## src/rtl/multichannel_period_counter.sv

```systemverilog
// multichannel_period_counter
//
// Measures NUM_CH asynchronous inputs. In frequency mode (mode = 0) it counts
// rising edges per GATE_CYCLES-long window. In period mode (mode = 1) it counts
// clock cycles between consecutive rising edges. Each channel has its own
// synchroniser, edge detector, saturating accumulator and sticky
// data_ready / overrun / saturated flags, with a per-channel ack.
//
// Ports
//   clk        system clock, rising edge
//   reset      asynchronous active-high clear of all state
//   sig_in     [NUM_CH]        asynchronous measured inputs
//   enable     1 = measure, 0 = idle (accumulators cleared, results held)
//   mode       0 = frequency, 1 = period (all channels)
//   ack        [NUM_CH]        consumes the channel's pending result
//   result     [NUM_CH*CNT_W]  latched results, channel c at [c*CNT_W +: CNT_W]
//   data_ready [NUM_CH]        sticky new-result flag
//   overrun    [NUM_CH]        a result was overwritten before ack
//   saturated  [NUM_CH]        the current result clipped at all-ones
//   rd_sel     readback channel select
//   rd_result  combinational readback of result[rd_sel], 0 when out of range
module multichannel_period_counter #(
   parameter int NUM_CH      = 2,
   parameter int CNT_W       = 32,
   parameter int GATE_CYCLES = 100_000_000,
   localparam int SEL_W      = (NUM_CH > 1) ? $clog2(NUM_CH) : 1
) (
   input  logic                      clk,
   input  logic                      reset,
   input  logic [NUM_CH-1:0]         sig_in,
   input  logic                      enable,
   input  logic                      mode,
   input  logic [NUM_CH-1:0]         ack,
   output logic [NUM_CH*CNT_W-1:0]   result,
   output logic [NUM_CH-1:0]         data_ready,
   output logic [NUM_CH-1:0]         overrun,
   output logic [NUM_CH-1:0]         saturated,
   input  logic [SEL_W-1:0]          rd_sel,
   output logic [CNT_W-1:0]          rd_result
);

   localparam int GATE_W = (GATE_CYCLES > 1) ? $clog2(GATE_CYCLES) : 1;
   localparam logic [GATE_W-1:0] GATE_LAST = GATE_W'(GATE_CYCLES - 1);
   localparam logic [GATE_W-1:0] GATE_ONE  = GATE_W'(1);
   localparam logic [CNT_W-1:0]  CNT_MAX   = {CNT_W{1'b1}};
   localparam logic [CNT_W-1:0]  CNT_ONE   = CNT_W'(1);

   localparam logic [0:0] ST_IDLE    = 1'b0;
   localparam logic [0:0] ST_MEASURE = 1'b1;

   logic [NUM_CH-1:0] sync1_r;
   logic [NUM_CH-1:0] sync2_r;
   logic [NUM_CH-1:0] sync3_r;
   logic [NUM_CH-1:0] edge_s;
   logic              mode_r;
   logic              restart_s;
   logic [GATE_W-1:0] gate_cnt_r;
   logic              gate_term_s;
   logic [NUM_CH-1:0] state_r;
   logic [CNT_W-1:0]  acc_r        [NUM_CH];
   logic [CNT_W-1:0]  acc_inc_s    [NUM_CH];
   logic [CNT_W-1:0]  new_result_s [NUM_CH];
   logic [NUM_CH-1:0] evt_s;

   assign edge_s      = sync2_r & ~sync3_r;
   // Disabling or flipping mode throws away the partial measurement.
   assign restart_s   = ~enable | (mode ^ mode_r);
   assign gate_term_s = (gate_cnt_r == GATE_LAST);

   // Two-flop synchroniser plus a third flop for rising-edge detection.
   always_ff @(posedge clk or posedge reset) begin
      if (reset) begin
         sync1_r <= {NUM_CH{1'b0}};
         sync2_r <= {NUM_CH{1'b0}};
         sync3_r <= {NUM_CH{1'b0}};
      end else begin
         sync1_r <= sig_in;
         sync2_r <= sync1_r;
         sync3_r <= sync2_r;
      end
   end

   // Previous mode, used to detect a mode change.
   always_ff @(posedge clk or posedge reset) begin
      if (reset) begin
         mode_r <= 1'b0;
      end else begin
         mode_r <= mode;
      end
   end

   // Shared gate counter; windows are contiguous, parked at 0 outside frequency mode.
   always_ff @(posedge clk or posedge reset) begin
      if (reset) begin
         gate_cnt_r <= {GATE_W{1'b0}};
      end else if (restart_s || mode) begin
         gate_cnt_r <= {GATE_W{1'b0}};
      end else if (gate_term_s) begin
         gate_cnt_r <= {GATE_W{1'b0}};
      end else begin
         gate_cnt_r <= gate_cnt_r + GATE_ONE;
      end
   end

   // Per-channel saturating increment, result-event decode and value to latch.
   always_comb begin
      for (int c = 0; c < NUM_CH; c++) begin
         acc_inc_s[c]    = (acc_r[c] == CNT_MAX) ? CNT_MAX : (acc_r[c] + CNT_ONE);
         evt_s[c]        = 1'b0;
         new_result_s[c] = acc_r[c];
         if (restart_s) begin
            evt_s[c]        = 1'b0;
            new_result_s[c] = acc_r[c];
         end else if (mode == 1'b0) begin
            // An edge in the terminal cycle still belongs to this window.
            evt_s[c]        = gate_term_s;
            new_result_s[c] = edge_s[c] ? acc_inc_s[c] : acc_r[c];
         end else begin
            evt_s[c]        = (state_r[c] == ST_MEASURE) & edge_s[c];
            new_result_s[c] = acc_r[c];
         end
      end
   end

   // Accumulators, period FSMs, latched results and handshake flags.
   always_ff @(posedge clk or posedge reset) begin
      if (reset) begin
         result     <= {(NUM_CH*CNT_W){1'b0}};
         data_ready <= {NUM_CH{1'b0}};
         overrun    <= {NUM_CH{1'b0}};
         saturated  <= {NUM_CH{1'b0}};
         state_r    <= {NUM_CH{1'b0}};
         for (int c = 0; c < NUM_CH; c++) begin
            acc_r[c] <= {CNT_W{1'b0}};
         end
      end else begin
         for (int c = 0; c < NUM_CH; c++) begin
            if (restart_s) begin
               acc_r[c]   <= {CNT_W{1'b0}};
               state_r[c] <= ST_IDLE;
            end else if (mode == 1'b0) begin
               state_r[c] <= ST_IDLE;
               if (gate_term_s) begin
                  acc_r[c] <= {CNT_W{1'b0}};
               end else if (edge_s[c]) begin
                  acc_r[c] <= acc_inc_s[c];
               end else begin
                  acc_r[c] <= acc_r[c];
               end
            end else begin
               case (state_r[c])
                  ST_IDLE: begin
                     // First edge only arms the measurement.
                     if (edge_s[c]) begin
                        acc_r[c]   <= CNT_ONE;
                        state_r[c] <= ST_MEASURE;
                     end else begin
                        acc_r[c]   <= {CNT_W{1'b0}};
                        state_r[c] <= ST_IDLE;
                     end
                  end
                  ST_MEASURE: begin
                     // The edge cycle itself counts as 1 of the next period.
                     if (edge_s[c]) begin
                        acc_r[c] <= CNT_ONE;
                     end else begin
                        acc_r[c] <= acc_inc_s[c];
                     end
                     state_r[c] <= ST_MEASURE;
                  end
                  default: begin
                     acc_r[c]   <= {CNT_W{1'b0}};
                     state_r[c] <= ST_IDLE;
                  end
               endcase
            end

            // A new result wins over a coincident ack.
            if (evt_s[c]) begin
               result[c*CNT_W +: CNT_W] <= new_result_s[c];
               saturated[c]             <= (new_result_s[c] == CNT_MAX);
               data_ready[c]            <= 1'b1;
               overrun[c]               <= data_ready[c] & ~ack[c];
            end else if (ack[c]) begin
               data_ready[c] <= 1'b0;
               overrun[c]    <= 1'b0;
            end
         end
      end
   end

   // Readback mux; an out-of-range select matches no channel and reads 0.
   always_comb begin
      rd_result = {CNT_W{1'b0}};
      for (int c = 0; c < NUM_CH; c++) begin
         rd_result = rd_result
                   | ({CNT_W{rd_sel == SEL_W'(c)}} & result[c*CNT_W +: CNT_W]);
      end
   end

endmodule

```

## config.mk

```make
export PLATFORM = sky130hd
export DESIGN_NAME = multichannel_period_counter
export DESIGN_NICKNAME = d
export VERILOG_FILES = /design/src/rtl/multichannel_period_counter.sv
export SDC_FILE = /design/constraint.sdc
export NUM_CORES = 1
export LEC_CHECK = 0
export CAP_MARGIN = 20
export CORE_MARGIN = 2
export CORE_UTILIZATION = 41
export CTS_BUF_LIST = sky130_fd_sc_hd__clkbuf_4 sky130_fd_sc_hd__clkbuf_8
export DETAILED_ROUTE_END_ITERATION = 6
export MAX_ROUTING_LAYER = met4
export PLACE_DENSITY_LB_ADDON = 0.08
export SYNTH_ARGS = -nofsm -noshare
export SYNTH_HDL_FRONTEND = slang
export SYNTH_SLANG_ARGS = --single-unit
```

## constraint.sdc

```tcl
create_clock -name clk -period 7.59 [get_ports clk]
set_input_delay 1.518 -clock clk [delete_from_list [all_inputs] [get_ports clk]]
set_output_delay 1.518 -clock clk [all_outputs]
set_load 0.02 [all_outputs]
```

==> metrics, run 1 <==
Top Family by Delay on Critical Path simple AND/OR/NAND/NOR gates; share of layout cells above drive strength 1 8.29%; FF-to-FF setup slack 3.59 ns; clk sink count 170; r2r endpoint saturated[1]; Yosys cell types 64; CTS tree done; die area 28100 um^2; first-pass GRT wire length 66.3 mm; initial drt markers 1442; Min-Delay Path Depth 0; largest net degree at the start of global routing 68; wire length on met3 3.35 mm; Reg area 4250 um^2; Worst-Margin Slew 1.10 ns; met2 wire len 19.0 mm; Req. time, crit path 7.99 ns; global placer's final weighted congestion 0.981; hold path start sync1_r[0]; Avg Cell Area, Syn 8.10 um^2; M1 WL 19.4 mm; Design Power 1.71 mW; CTS Buf Count 17; P per Cell Area 135 nW/um^2; Post-synth EDFFs 0; top_reg_cell synth dfrtp_1; #FFs+latches synth 170; max cap viols 0; Worst Hold Path EP sync2_r[0]; syn nets 1365; capturing element type of the critical path flop; detailed placement HPWL 30.5 mm; cell count after synthesis 1353; synthesized area 11000 um^2; Final TNS setup 0 ns; synth warn 0; Resized Gates After CTS 0; clk slew on worst S/H paths 0.10 ns; max frequency 206 MHz; Worst Hold Slack 0.363 ns; clock root buffer clkbuf_8; initial antenna violation count 1; max incr delay on CP 0.82 ns; WP data arrival 5.26 ns; Worst VDD drop 91.6 uV; Buf+Inv Stages, Crit Path 4; sequential area share after synthesis 38.8%; Core Box Area 26100 um^2; uppermost layer routed met4; DRC errors left 17; slowest CP cell nor2_1; worst reg2reg startpoint acc_r[1]; GRT overflow 0; Die H 167 um; area of the multi-input gates 6180 um^2; Total Routing Usage GR 31.5%; vias in the first global route 10300; Min Clock Period, post-route 4.86 ns; worst-path cell chain clkdlybuf4s50_1 > buf_4 > or3b_1 > buf_4 > nor2_1 > buf_4 > a31oi_1 > or3_1 > nor3_1 > nand4_1 > o21ai_0; CTS max path bufs 2; Leak Pwr 4.77 nW; vias 11200; WL final 42.7 mm; most used cell, CP buf_4; crit path launch type primary input; crit path max fanout 37; CTS hold repair buffers 0; final setup fails 0; Vias per Instance 6.43; Filler Cell Count 2568; Routed WL per cell 24.6 um; H-tree depth 4; FFs w/ async S/R, synth 100%; Worst-Skew Late Latency 0.49 ns; NumNets Final 1398; port bufs 110; FF-to-FF path depth 9; failing checks design-rule violations; CP Class primary input to flop; Initial Util 41.9%; io pins 111; row cnt 59; clk_skew 0.0266 ns; outcome finished, violations left; Die X 167 um; final core occ 48.5%; max-slew violations 0; DRT antenna net count 0; drt first pass iters 7; period utilisation layout 64.0%; worst hold path type flop to flop; relative slew slack 26.2%; unrepaired setup endpoints after global routing no; setup bufs post-CTS 0; final hold vios 0; Syn-to-layout area delta 15.7%
==> cell type report <==
| cell class | instances | area share, % |
|---|---|---|
| clock inverters | 14 | 1.24 |
| diodes | 1 | 0.0197 |
| repair buffers | 139 | 10.6 |
| inverters | 19 | 0.602 |
| multi-input cells | 1039 | 48.8 |
| flip-flops and latches | 170 | 33.6 |
| clock buffers | 18 | 1.91 |
| well taps | 335 | 3.31 |
==> Yosys cell counts, types with 4 or more instances <==
master | n | share of area, %
a311oi_1 | 30 | 2.4
or3_1 | 13 | 0.74
or4_1 | 6 | 0.41
a31o_2 | 5 | 0.40
xor2_1 | 24 | 1.9
mux2i_1 | 4 | 0.37
o22ai_1 | 23 | 1.3
o31ai_1 | 19 | 1.3
nor4_1 | 24 | 1.4
buf_2 | 12 | 0.55
nand2_1 | 121 | 4.1
mux2_2 | 35 | 3.6
a221oi_1 | 5 | 0.40
o21ai_0 | 98 | 4.5
nor3_1 | 37 | 1.7
clkbuf_1 | 102 | 3.5
nand2b_1 | 5 | 0.29
o21bai_1 | 4 | 0.27
a21oi_1 | 126 | 5.8
a31oi_1 | 27 | 1.5
xnor2_1 | 23 | 1.8
nor2b_1 | 6 | 0.34
nand3_1 | 66 | 3.0
a211oi_1 | 20 | 1.4
or2_2 | 4 | 0.23
and4_1 | 14 | 1.1
buf_1 | 9 | 0.31
and3_1 | 28 | 1.6
dfrtp_1 | 170 | 39
nor2_1 | 136 | 4.7
o22a_1 | 4 | 0.32
nand4_1 | 50 | 2.9
inv_1 | 19 | 0.65
and2_1 | 10 | 0.57
a21o_1 | 26 | 1.8
==> state kept, by name, summed over array words and instances, names as in the netlist, 2 cells and up <==
register    flops
acc_r          64
data_ready      2
gate_cnt_r     27
overrun         2
result         64
saturated       2
state_r         2
sync1_r         2
sync2_r         2
sync3_r         2
==> cells by family after synthesis <==
kind of cell,count (synthesis),synth area share (%)
compound gates,418,23.7
xor+xnor,47,3.76
fa+ha+maj,3,0.343
buf+inv,144,5.21
flops,170,38.8
mux,39,3.96
simple gates,532,24.2
==> metrics by stage <==
step,std cells,cell area [um^2],setup slack (ns)
final,1735,12700,2.73
after global routing,1735,12700,2.59
after CTS,1731,12600,2.76
after detailed placement,1699,12200,2.28
after global placement,1699,12200,2.43
after floorplan,1353,11000,1.47
==> worst reg2reg max path, delay by kind of cell, from the launching register on <==
family,cells,cell delay (ns)
simple gates,4,1.76
flops,1,0.68
fa+ha+maj,1,0.62
compound gates,3,0.60
buf+inv,1,0.28
==> per-layer routing <==
layer	GRT usage, %	vias to the layer above
met5	-	-
met4	8.70	0
met3	5.13	78
met2	46.9	595
met1	44.4	5399
li1	-	5079
==> how the worst max path moves through the flow <==
| stage | start | cells after the start | end |
|---|---|---|---|
| 2_1_floorplan | reset | 1 | acc_r[0] |
| 3_3_place_gp | mode | 11 | saturated[0] |
| 3_5_place_dp | mode | 11 | saturated[0] |
| 4_1_cts | rd_sel | 4 | rd_result[8] |
| 5_1_grt | mode | 11 | saturated[0] |
| 6_report | mode | 11 | saturated[0] |
==> cell usage in the layout (no fill, tap or decap), types with 24 or more instances in the layout <==
| cell type | n |
|---|---|
| nand3_1 | 66 |
| a311oi_1 | 30 |
| buf_4 | 26 |
| o21ai_0 | 97 |
| a21oi_1 | 125 |
| mux2_2 | 35 |
| a21o_1 | 26 |
| dfrtp_1 | 170 |
| and3_1 | 28 |
| nor3_1 | 35 |
| a31oi_1 | 27 |
| nand2_1 | 121 |
| nor2_1 | 136 |
| clkdlybuf4s50_1 | 110 |
| nand4_1 | 50 |
| xor2_1 | 24 |
==> power by group <==
part | leakage [nW] | internal [mW] | switching, mW
registers | 2.35 | 0.914 | 0.0171
logic | 2.23 | 0.0335 | 0.0827
clock network | 0.194 | 0.250 | 0.411
total | 4.77 | 1.20 | 0.511
Note: power is estimated with default switching activity, not from simulation.
==> run 2, diff against run 1 <==
==> constraint.sdc (replaced) <==
create_clock -name clk -period 4.65 [get_ports clk]
set_input_delay 0.93 -clock clk [delete_from_list [all_inputs] [get_ports clk]]
set_output_delay 0.93 -clock clk [all_outputs]
set_load 0.02 [all_outputs]
==> metrics, run 2 (synthesized netlist as in run 1, its figures left out) <==
outcome finished, violations left; failing checks design-rule violations; max frequency 275 MHz; H-tree depth 4 (unchanged); top flop regs acc_r (64), result (64), gate_cnt_r (27); largest net degree at the start of global routing 88 (+29%); WP data arrival 2.70 ns (-2.56 ns); worst-path cell chain clkdlybuf4s50_1 > buf_4 > mux2_2 > clkdlybuf4s50_1; commonest non-fill, non-tap cell in the layout dfrtp_1; die area 28100 um^2 (unchanged); Die X 167 um (unchanged); drt first pass iters 7 (unchanged); global placer's final weighted congestion 1.03 (+5.5%); final hold vios 0 (unchanged); Min Clock Period, post-route 3.63 ns; Worst VDD drop 152 uV (+66%); detailed placement HPWL 30.1 mm (-1.2%); crit path launch type primary input; placed insts 1722 (+1.4%); CTS tree done; Initial Util 41.9% (unchanged); Vias per Instance 6.34 (-1.3%); M1 WL 18.8 mm (-2.9%); Syn-to-layout area delta 17.2%; initial antenna violation count 0 (-1); NumNets Final 1418 (+1.4%); max incr delay on CP 0.55 ns (-0.27 ns); met2 wire len 18.3 mm (-4.0%); Die H 167 um (unchanged); max cap viols 0 (unchanged); vias in the first global route 10300 (+0.25%); Top Family by Delay on Critical Path buffers and inverters; period utilisation layout 78.2%; CTS Buf Count 17 (unchanged); wire length on met3 3.18 mm (-5.2%); clock root buffer clkbuf_8; FF-to-FF setup slack 1.09 ns (-2.50 ns); port bufs 110 (unchanged); capturing element type of the critical path output pin; Resized Gates After CTS 0 (unchanged); placed instance area 12400 um^2 (+1.6%); CTS max path bufs 2 (unchanged); Diodes inserted 0 (-1); unrepaired setup endpoints after global routing no; row cnt 59 (unchanged); DRT antenna net count 0 (unchanged); vias 11100 (-0.25%); Core Box Area 26100 um^2 (unchanged); CP Class primary input to output pin; Req. time, crit path 3.72 ns (-4.27 ns); CTS hold repair buffers 0 (unchanged); share of layout cells above drive strength 1 9.44% (+1.2 points); relative slew slack 29.2% (+3.0 points); worst hold path type flop to flop; initial drt markers 1287 (-11%); most frequent cells in the layout dfrtp_1 (170), nor2_1 (136), a21oi_1 (126); first-pass GRT wire length 64.2 mm (-3.2%); post-layout instance area 12800 um^2 (+1.3%); WL final 41.4 mm (-3.1%); Worst-Margin Slew 1.05 ns (-0.0504 ns); max-slew violations 0 (unchanged); uppermost layer routed met4; clk sink count 170 (unchanged); Final TNS setup 0 ns (unchanged); DRC errors left 21 (+4); GRT overflow 0 (unchanged); clk_skew 0.0243 ns (-0.00233 ns); Design Power 2.86 mW (+68%); Total Routing Usage GR 30.5% (-0.97 points); Worst Hold Slack 0.356 ns (-0.00631 ns); crit path max fanout 32 (-14%); Buf+Inv Stages, Crit Path 3 (-1); setup bufs post-CTS 0 (unchanged); Leak Pwr 4.86 nW (+2.0%); slowest CP cell clkdlybuf4s50_1; Routed WL per cell 23.6 um (-4.2%); final setup fails 0 (unchanged); Worst-Skew Late Latency 0.48 ns (about the same); most used cell, CP clkdlybuf4s50_1; io pins 111 (unchanged); clk slew on worst S/H paths 0.10 ns (about the same); Final Non-Filler Cells 1754 (+1.1%); P per Cell Area 223 nW/um^2 (+65%)
-- run 2: changes by cell type in the layout (fill, tap and decap cells not counted), moves of 2 or more --
cell        before  now
buf_4           26   46
inv_8            3    5
inv_6            2    0
buf_12           0    2
clkinvlp_4       2    4
-- run 2: worst register-to-register path, cell delays in order (launching register included) --
cell and delay (ns):
dfrtp_1 0.67, ha_1 0.51, nand4_1 0.30, nor4_4 0.40, a31oi_1 0.17, or4_1 0.55
or4_1 0.56, nor4_2 0.17, a32o_1 0.19
-- run 2: path summary, 6_finish.rpt --
check	start	endpoint	cells after the start
max in group asynchronous	reset	acc_r[38]	3
hold / removal	sync1_r[1]	sync2_r[1]	0
min in group asynchronous	reset	result[51]	2
setup / recovery	rd_sel	rd_result[15]	4
hold reg to reg	sync1_r[1]	sync2_r[1]	0
setup reg to reg	acc_r[0]	saturated[1]	8
-- run 2: cell type report --
| cell class | instances | area (um^2) |
|---|---|---|
| fill | 2608 | 13300 |
| multi-input combinational | 1039 | 6180 |
| sequential | 170 | 4250 |
| timing repair buffer | 159 | 1500 |
| tap | 335 | 419 |
| clock buffer | 17 | 234 |
| clock inverter | 15 | 184 |
| inverter | 19 | 75.1 |
-- run 2: power by group --
| part | total [mW] | switching, mW | internal, mW |
|---|---|---|---|
| Clock | 1.15 | 0.691 | 0.456 |
| Sequential | 1.52 | 0.0283 | 1.49 |
| Combinational | 0.196 | 0.135 | 0.0608 |
| Total | 2.86 | 0.854 | 2.01 |
-- run 2: stage by stage --
stage                     setup WS, ns  utilization (%)
after floorplan                   1.27                -
after global placement           0.679             47.5
after detailed placement         0.596             47.5
after CTS                         1.01             49.1
after global routing             0.929             49.1
final                             1.02             49.1
-- run 2: layer usage --
layer  GRT usage (%)  vias to the layer above
met3            4.61                       77
met4            9.41                        0
li1                -                     5102
met2            44.7                      524
met1            43.5                     5420
met5               -                        -
==> run 3, diff against run 2 <==
==> constraint.sdc (replaced) <==
create_clock -name clk -period 3.8 [get_ports clk]
set_input_delay 0.76 -clock clk [delete_from_list [all_inputs] [get_ports clk]]
set_output_delay 0.76 -clock clk [all_outputs]
set_load 0.02 [all_outputs]
==> metrics, run 3 (synthesized netlist as in run 1, its figures left out) <==
clock root buffer clkbuf_8; Top Family by Delay on Critical Path simple AND/OR/NAND/NOR gates; Worst-Skew Late Latency 0.49 ns (about the same); CTS Buf Count 17 (unchanged); Resized Gates After CTS 0 (unchanged); CTS hold repair buffers 0 (unchanged); share of layout cells above drive strength 1 11.9% (+2.5 points); uppermost layer routed met4; placed instance area 12700 um^2 (+2.4%); clk_skew 0.0469 ns (+0.0226 ns); H-tree depth 4 (unchanged); drt first pass iters 7 (unchanged); clk slew on worst S/H paths 0.12 ns (+0.02 ns); FF-to-FF setup slack 0.59 ns (-0.50 ns); GRT overflow 0 (unchanged); Critical Path Source enable; Vias per Instance 6.27 (-1.2%); CTS tree done; most used cell, CP or4_1; clk sink count 170 (unchanged); Worst Hold Slack 0.361 ns (+0.00470 ns); Leak Pwr 5.08 nW (+4.4%); largest net degree at the start of global routing 171 (+94%); relative slew slack 23.2% (-6.0 points); DRC errors left 17 (-19%); vias in the first global route 10400 (+1.0%); post-layout instance area 13100 um^2 (+2.3%); NumNets Final 1458 (+2.8%); capturing element type of the critical path flop; Design Power 3.46 mW (+21%); worst-path cell chain clkdlybuf4s50_1 > or3b_1 > nor4_4 > a31oi_1 > or4_1 > or4_1 > nor4_2 > a32o_1; met2 wire len 18.5 mm (+1.5%); global placer's final weighted congestion 0.983 (-5.0%); max cap viols 0 (unchanged); period utilisation layout 84.7%; Worst-Margin Slew 1.15 ns (+0.0954 ns); max-slew violations 0 (unchanged); most frequent cells in the layout dfrtp_1 (170), nor2_1 (136), a21oi_1 (126); CP Class primary input to flop; Core Box Area 26100 um^2 (unchanged); row cnt 59 (unchanged); unrepaired setup endpoints after global routing no; worst reg2reg startpoint acc_r[41]; Req. time, crit path 4.23 ns (+0.51 ns); crit path launch type primary input; Final TNS setup 0 ns (unchanged); initial antenna violation count 0 (unchanged); wire length on met3 3.20 mm (+0.79%); outcome finished, violations left; die area 28100 um^2 (unchanged); vias 11200 (+1.1%); first-pass GRT wire length 65.7 mm (+2.3%); Buf+Inv Stages, Crit Path 1 (-2); Worst VDD drop 166 uV (+9.0%); initial drt markers 1221 (-5.1%); slowest CP cell or4_1; M1 WL 19.3 mm (+2.9%); Total Routing Usage GR 31.4% (+0.88 points); Die H 167 um (unchanged); Die X 167 um (unchanged); final hold vios 0 (unchanged); placed insts 1760 (+2.2%); WL final 42.5 mm (+2.7%); CTS max path bufs 2 (unchanged); P per Cell Area 263 nW/um^2 (+18%); WP data arrival 3.65 ns (+0.95 ns); top flop regs acc_r (64), result (64), gate_cnt_r (27); Min Clock Period, post-route 3.22 ns; max incr delay on CP 0.55 ns (about the same); hold path start sync1_r[0]; Initial Util 41.9% (unchanged); final setup fails 0 (unchanged); DRT antenna net count 0 (unchanged); commonest non-fill, non-tap cell in the layout dfrtp_1; detailed placement HPWL 31.2 mm (+3.8%); max frequency 311 MHz; worst hold path type flop to flop; Syn-to-layout area delta 19.9%; io pins 111 (unchanged); crit path max fanout 4 (-88%); failing checks design-rule violations; setup bufs post-CTS 0 (unchanged); port bufs 110 (unchanged); Diodes inserted 0 (unchanged); Final Non-Filler Cells 1794 (+2.3%); Routed WL per cell 23.7 um (+0.44%)
## run 3: changes by cell type in the layout (fill, tap and decap cells not counted)
cell,change
inv_6,+1
clkinvlp_4,-2
buf_4,+39
bufinv_16,-1
clkbuf_8,+1
clkinv_8,-1
clkinv_4,+2
buf_6,-1
buf_12,+2
## run 3: final timing paths
check / endpoint / depth (start not counted)
max in group asynchronous: acc_r[0] / 3
setup / recovery: saturated[1] / 8
setup reg to reg: acc_r[57] / 8
hold reg to reg: sync2_r[0] / 0
hold / removal: sync2_r[0] / 0
min in group asynchronous: overrun[0] / 3
## run 3: worst reg2reg max path, cell delays in order, from the launching register on
cell      delay [ns]
dfrtp_1         0.58
nand4_1         0.37
nor4_1          1.02
buf_4           0.28
nand2_1         0.13
a21oi_1         0.17
nor2_1          0.05
a31o_2          0.20
a221oi_1        0.32
## run 3: cell type report
| cell class | count | area [um^2] |
|---|---|---|
| Clock buffer | 18 | 248 |
| Tap cell | 335 | 419 |
| Sequential cell | 170 | 4250 |
| Timing Repair Buffer | 199 | 1820 |
| Inverter | 19 | 75.1 |
| Multi-Input combinational cell | 1039 | 6180 |
| Clock inverter | 14 | 149 |
| Fill cell | 2590 | 13000 |
## run 3: layer usage
layer,vias to the layer above,GRT usage [%]
li1,5209,-
met1,5420,44.0
met3,94,5.44
met2,520,45.6
met5,-,-
met4,0,11.3
## run 3: metrics by stage
stage | utilization (%) | worst slack [ns]
CTS | 50.2 | 0.595
global placement | 48.7 | 0.142
global route | 50.3 | 0.417
floorplan | - | 0.594
finish | 50.3 | 0.582
detailed placement | 48.7 | 0.0828
## run 3: power breakdown
part	internal [mW]	leakage (nW)	switching, mW
combinational	0.0806	2.53	0.173
clock	0.510	0.199	0.841
sequential	1.83	2.35	0.0281
==> patch 1: new RTL, flow settings as in run 1 <==
Change the parameter `CNT_W` from 32 to 64.
--- a/src/rtl/multichannel_period_counter.sv
+++ b/src/rtl/multichannel_period_counter.sv
@@ -23,3 +23,3 @@
    parameter int NUM_CH      = 2,
-   parameter int CNT_W       = 32,
+   parameter int CNT_W       = 64,
    parameter int GATE_CYCLES = 100_000_000,
Interface: changed (resized rd_result and result); port bits go from 111 to 207. The function was not compared with the original's and may differ.
==> patch 1 against run 1 <==
The flow still finishes with violations (DRC); total power up 110%; cell area rose by 83%; sequential cell count up 128; routed wire length grew 110%; worst setup slack lost 0.44 ns; sequential share of layout area down 1.3 points; area after synthesis increased by 77%; critical path depth shrank 7; critical path type is now input port to output pin.
==> patch 1: results (changes against run 1) <==
* Synth Area in Compound Gates at 23.2% (-0.49 points)
* Inverters at 24 (+5)
* Nets at 2499 (+79%)
* Area of the multi-input gates at 11100 µm² (+79%)
* First-pass GRT wire length at 133000 µm (+100%)
* Worst VDD drop at 0.135 mV (+48%)
* Filler instances at 4588 (+79%)
* Synthesized instance count at 2392 (+77%)
* Number of buffers created by CTS at 55 (+38)
* Largest regs: acc_r: 128 flops, result: 128 flops, gate_cnt_r: 27 flops
* Mux cell area share after synthesis at 4.87% (+0.91 points)
* Period minus WS final at 5.29 ns (+0.435 ns)
* Iteration-0 DRC count of the detailed router at 2708 (+88%)
* Failing checks: DRC
* Psw at 0.951 mW (+86%)
* Detail Placement HPWL at 66900 µm (+120%)
* Critical Path End: rd_result[1]
* FF-to-FF End: result[121]
* Synth Area in Adders at 0.193% (-0.15 points)
* Status: finished, violations left
* Area contributors post-synth: dfrtp_1 (38%), a21oi_1 (5.6%), nor2_1 (5.2%)
* Sequential share of cell area at 32.2% (-1.3 points)
* Syn Area/Cell at 8.12 µm² (+0.25%)
* GPL Wtd Cong at 1.01 (+2.7%)
* DRC at 31 (+14)
* Buffering overhead at 10.8% (+0.25 points)
-- patch 1: cell types whose count changed in the layout (fill, tap and decap cells not counted), moves of 41 or more --
cell / run 1 / this run
a21oi_1: 125 / 214
nand2_1: 121 / 232
clkdlybuf4s50_1: 110 / 204
a311oi_1: 30 / 81
mux2_2: 35 / 76
o21ai_0: 97 / 162
dfrtp_1: 170 / 298
nor2_1: 136 / 266
clkbuf_8: 17 / 73
nand3_1: 66 / 110
-- patch 1: cell families (layout without fill, tap and decap cells) --
logic type / Yosys count / in the layout
fa+ha+maj: 3 / 3
compound gates: 709 / 709
xor+xnor: 56 / 56
simple gates: 996 / 996
mux: 85 / 85
flops: 298 / 298
buf+inv: 245 / 385
-- patch 1: routing by layer --
metal	GRT usage (%)	share of wire, %	wire, µm	vias up
li1	-	-	-	9094
met1	51.6	43	39200	10300
met2	53.9	42	38700	1245
met3	8.93	11	9940	205
met4	11.7	3.7	3400	0
met5	-	0	0	-
==> patch 2: new RTL, flow settings as in run 1 <==
Made on the original files. Make the reset (`reset`) synchronous in 4 clocked blocks. Comments in the files are not updated.
--- a/src/rtl/multichannel_period_counter.sv
+++ b/src/rtl/multichannel_period_counter.sv
@@ -70,3 +70,3 @@
    // Two-flop synchroniser plus a third flop for rising-edge detection.
-   always_ff @(posedge clk or posedge reset) begin
+   always_ff @(posedge clk) begin
       if (reset) begin
@@ -83,3 +83,3 @@
    // Previous mode, used to detect a mode change.
-   always_ff @(posedge clk or posedge reset) begin
+   always_ff @(posedge clk) begin
       if (reset) begin
@@ -92,3 +92,3 @@
    // Shared gate counter; windows are contiguous, parked at 0 outside frequency mode.
-   always_ff @(posedge clk or posedge reset) begin
+   always_ff @(posedge clk) begin
       if (reset) begin
@@ -125,3 +125,3 @@
    // Accumulators, period FSMs, latched results and handshake flags.
-   always_ff @(posedge clk or posedge reset) begin
+   always_ff @(posedge clk) begin
       if (reset) begin
Behaviour: not the same (a bounded check fails within 10 cycles, from zero or initial values and one cycle with reset high; the reset may be asserted at any time).
==> patch 2 against run 1 <==
Cell area shrank 8.7%; total power increased by 2.5%; die area decreased by 8.7%; critical path type unchanged; routed wire length fell by 22%; highest routed layer unchanged; critical path depth fell by 2; worst setup slack lost 0.23 ns; area after synthesis decreased by 9.0%; sequential cell count did not move.
==> patch 2: results (changes against run 1) <==
* GRT Util Overall at 26.6% (-4.9 points)
* Metal2 WL at 14900 µm (-22%)
* Vias in the first global route at 8744 (-15%)
* Asr flop ratio synth at 0% (-100 points)
* WHS at 0.453 ns (+0.0908 ns)
* FF-to-FF End: saturated[0]
* Finished Core Util at 48.0% (-0.48 points)
* Area contributors post-synth: dfxtp_1 (21%), edfxtp_1 (19%), a21oi_1 (7.3%)
* CP peak stage delay at 0.72 ns (-0.10 ns)
* Clk_skew at 0.0207 ns (-0.00594 ns)
* Initial antenna violation count at 0 (-1)
* Final cell count without fillers at 1586 (-8.6%)
* DR WL met3 at 2230 µm (-34%)
* Nets at 1261 (-9.8%)
* Synthesized netlist net count at 1209 (-11%)
* Vias per cell at 5.97 (-7.1%)
* Largest net degree at the start of global routing at 75 (+10%)
* DRT met1 WL at 15600 µm (-19%)
* Number of buffers created by CTS at 17 (unchanged)
* Root Buffer: clkbuf_8
* Setup Buffers After CTS at 0 (unchanged)
* Synth Area in XOR/XNOR at 5.97% (+2.2 points)
* GPL Wtd Cong at 0.954 (-2.8%)
* Hold-critical path depth at 1 (+1)
* Leak Pwr at 3.58 nW (-25%)
* Crit path DAT at 5.52 ns (+0.26 ns)
* Fin worst setup slack at 2.50 ns (-0.231 ns)
* Worst r2r src: acc_r[0][0]
* Detail Placement HPWL at 23700 µm (-22%)
* Worst VDD drop at 0.109 mV (+18%)
* Hold path start: sync1_r[1]
* Dpl cell area at 11100 µm² (-8.8%)
* Seq/Total Area, Yosys at 40.5% (+1.7 points)
* Iteration-0 DRC count of the detailed router at 963 (-33%)
* Total wire length at 33400 µm (-22%)
* EDFF count, synth at 64 (+64)
* Synth top cells by count: a21oi_1 (146), nand2_1 (132), nor2_1 (127), dfxtp_1 (106), clkbuf_1 (71)
* Syn Area/Cell at 8.34 µm² (+2.9%)
* Reg2reg path depth at 9 (unchanged)
* Mux cell area share after synthesis at 4.94% (+0.98 points)
* Post-synthesis cell type count at 78 (+22%)
* First-pass GRT wire length at 52000 µm (-22%)
* Synth Area in Adders at 0.376% (+0.034 points)
* Dpl ws at 2.06 ns (-0.214 ns)
* DRT Pass-1 Iters at 5 (-2)
* Worst Tran Pin Value at 1.09 ns (-0.00831 ns)
* Layout cell share with drive strength beyond 1 at 8.95% (+0.66 points)
* Worst hold endpoint: sync2_r[1]
* Worst setup startpoint: enable
* Reg2reg setup slack at 3.25 ns (-0.34 ns)
* Synth Area in Compound Gates at 16.7% (-7.0 points)
* Status: finished clean
* CTS Buffer Depth at 2 (unchanged)
* CP delay by family, top: simple AND/OR/NAND/NOR gates
* Ant. Diodes at 0 (-1)
* Crit path max fanout at 20 (-46%)
* Port bufs at 110 (unchanged)
* Filler instances at 2470 (-3.8%)
* Crit-path slowest cell: nor3b_1
-- patch 2: worst max-delay path by stage --
stage                   endpoint
floorplan           saturated[0]
global placement    saturated[0]
detailed placement  saturated[0]
CTS                 saturated[0]
global route        saturated[0]
finish              saturated[0]
-- patch 2: layout make-up --
cell class	count	area share, %
Clock buffer	17	2.02
Multi-Input combinational cell	915	46.8
Sequential cell	170	34.9
Inverter	16	0.519
Tap cell	324	3.50
Timing Repair Buffer	129	10.7
Clock inverter	15	1.51
-- patch 2: power breakdown --
| group | internal [mW] | leakage [nW] | total, mW | switching, mW |
|---|---|---|---|---|
| clock network | 0.307 | 0.214 | 0.697 | 0.390 |
| logic | 0.0238 | 1.75 | 0.0664 | 0.0426 |
| registers | 0.956 | 1.62 | 0.987 | 0.0313 |
-- patch 2: routing by layer --
| metal | track usage, % | vias to the layer above |
|---|---|---|
| met4 | 6.51 | 0 |
| met3 | 3.84 | 44 |
| li1 | - | 4461 |
| met5 | - | - |
| met1 | 37.6 | 4563 |
| met2 | 40.2 | 400 |
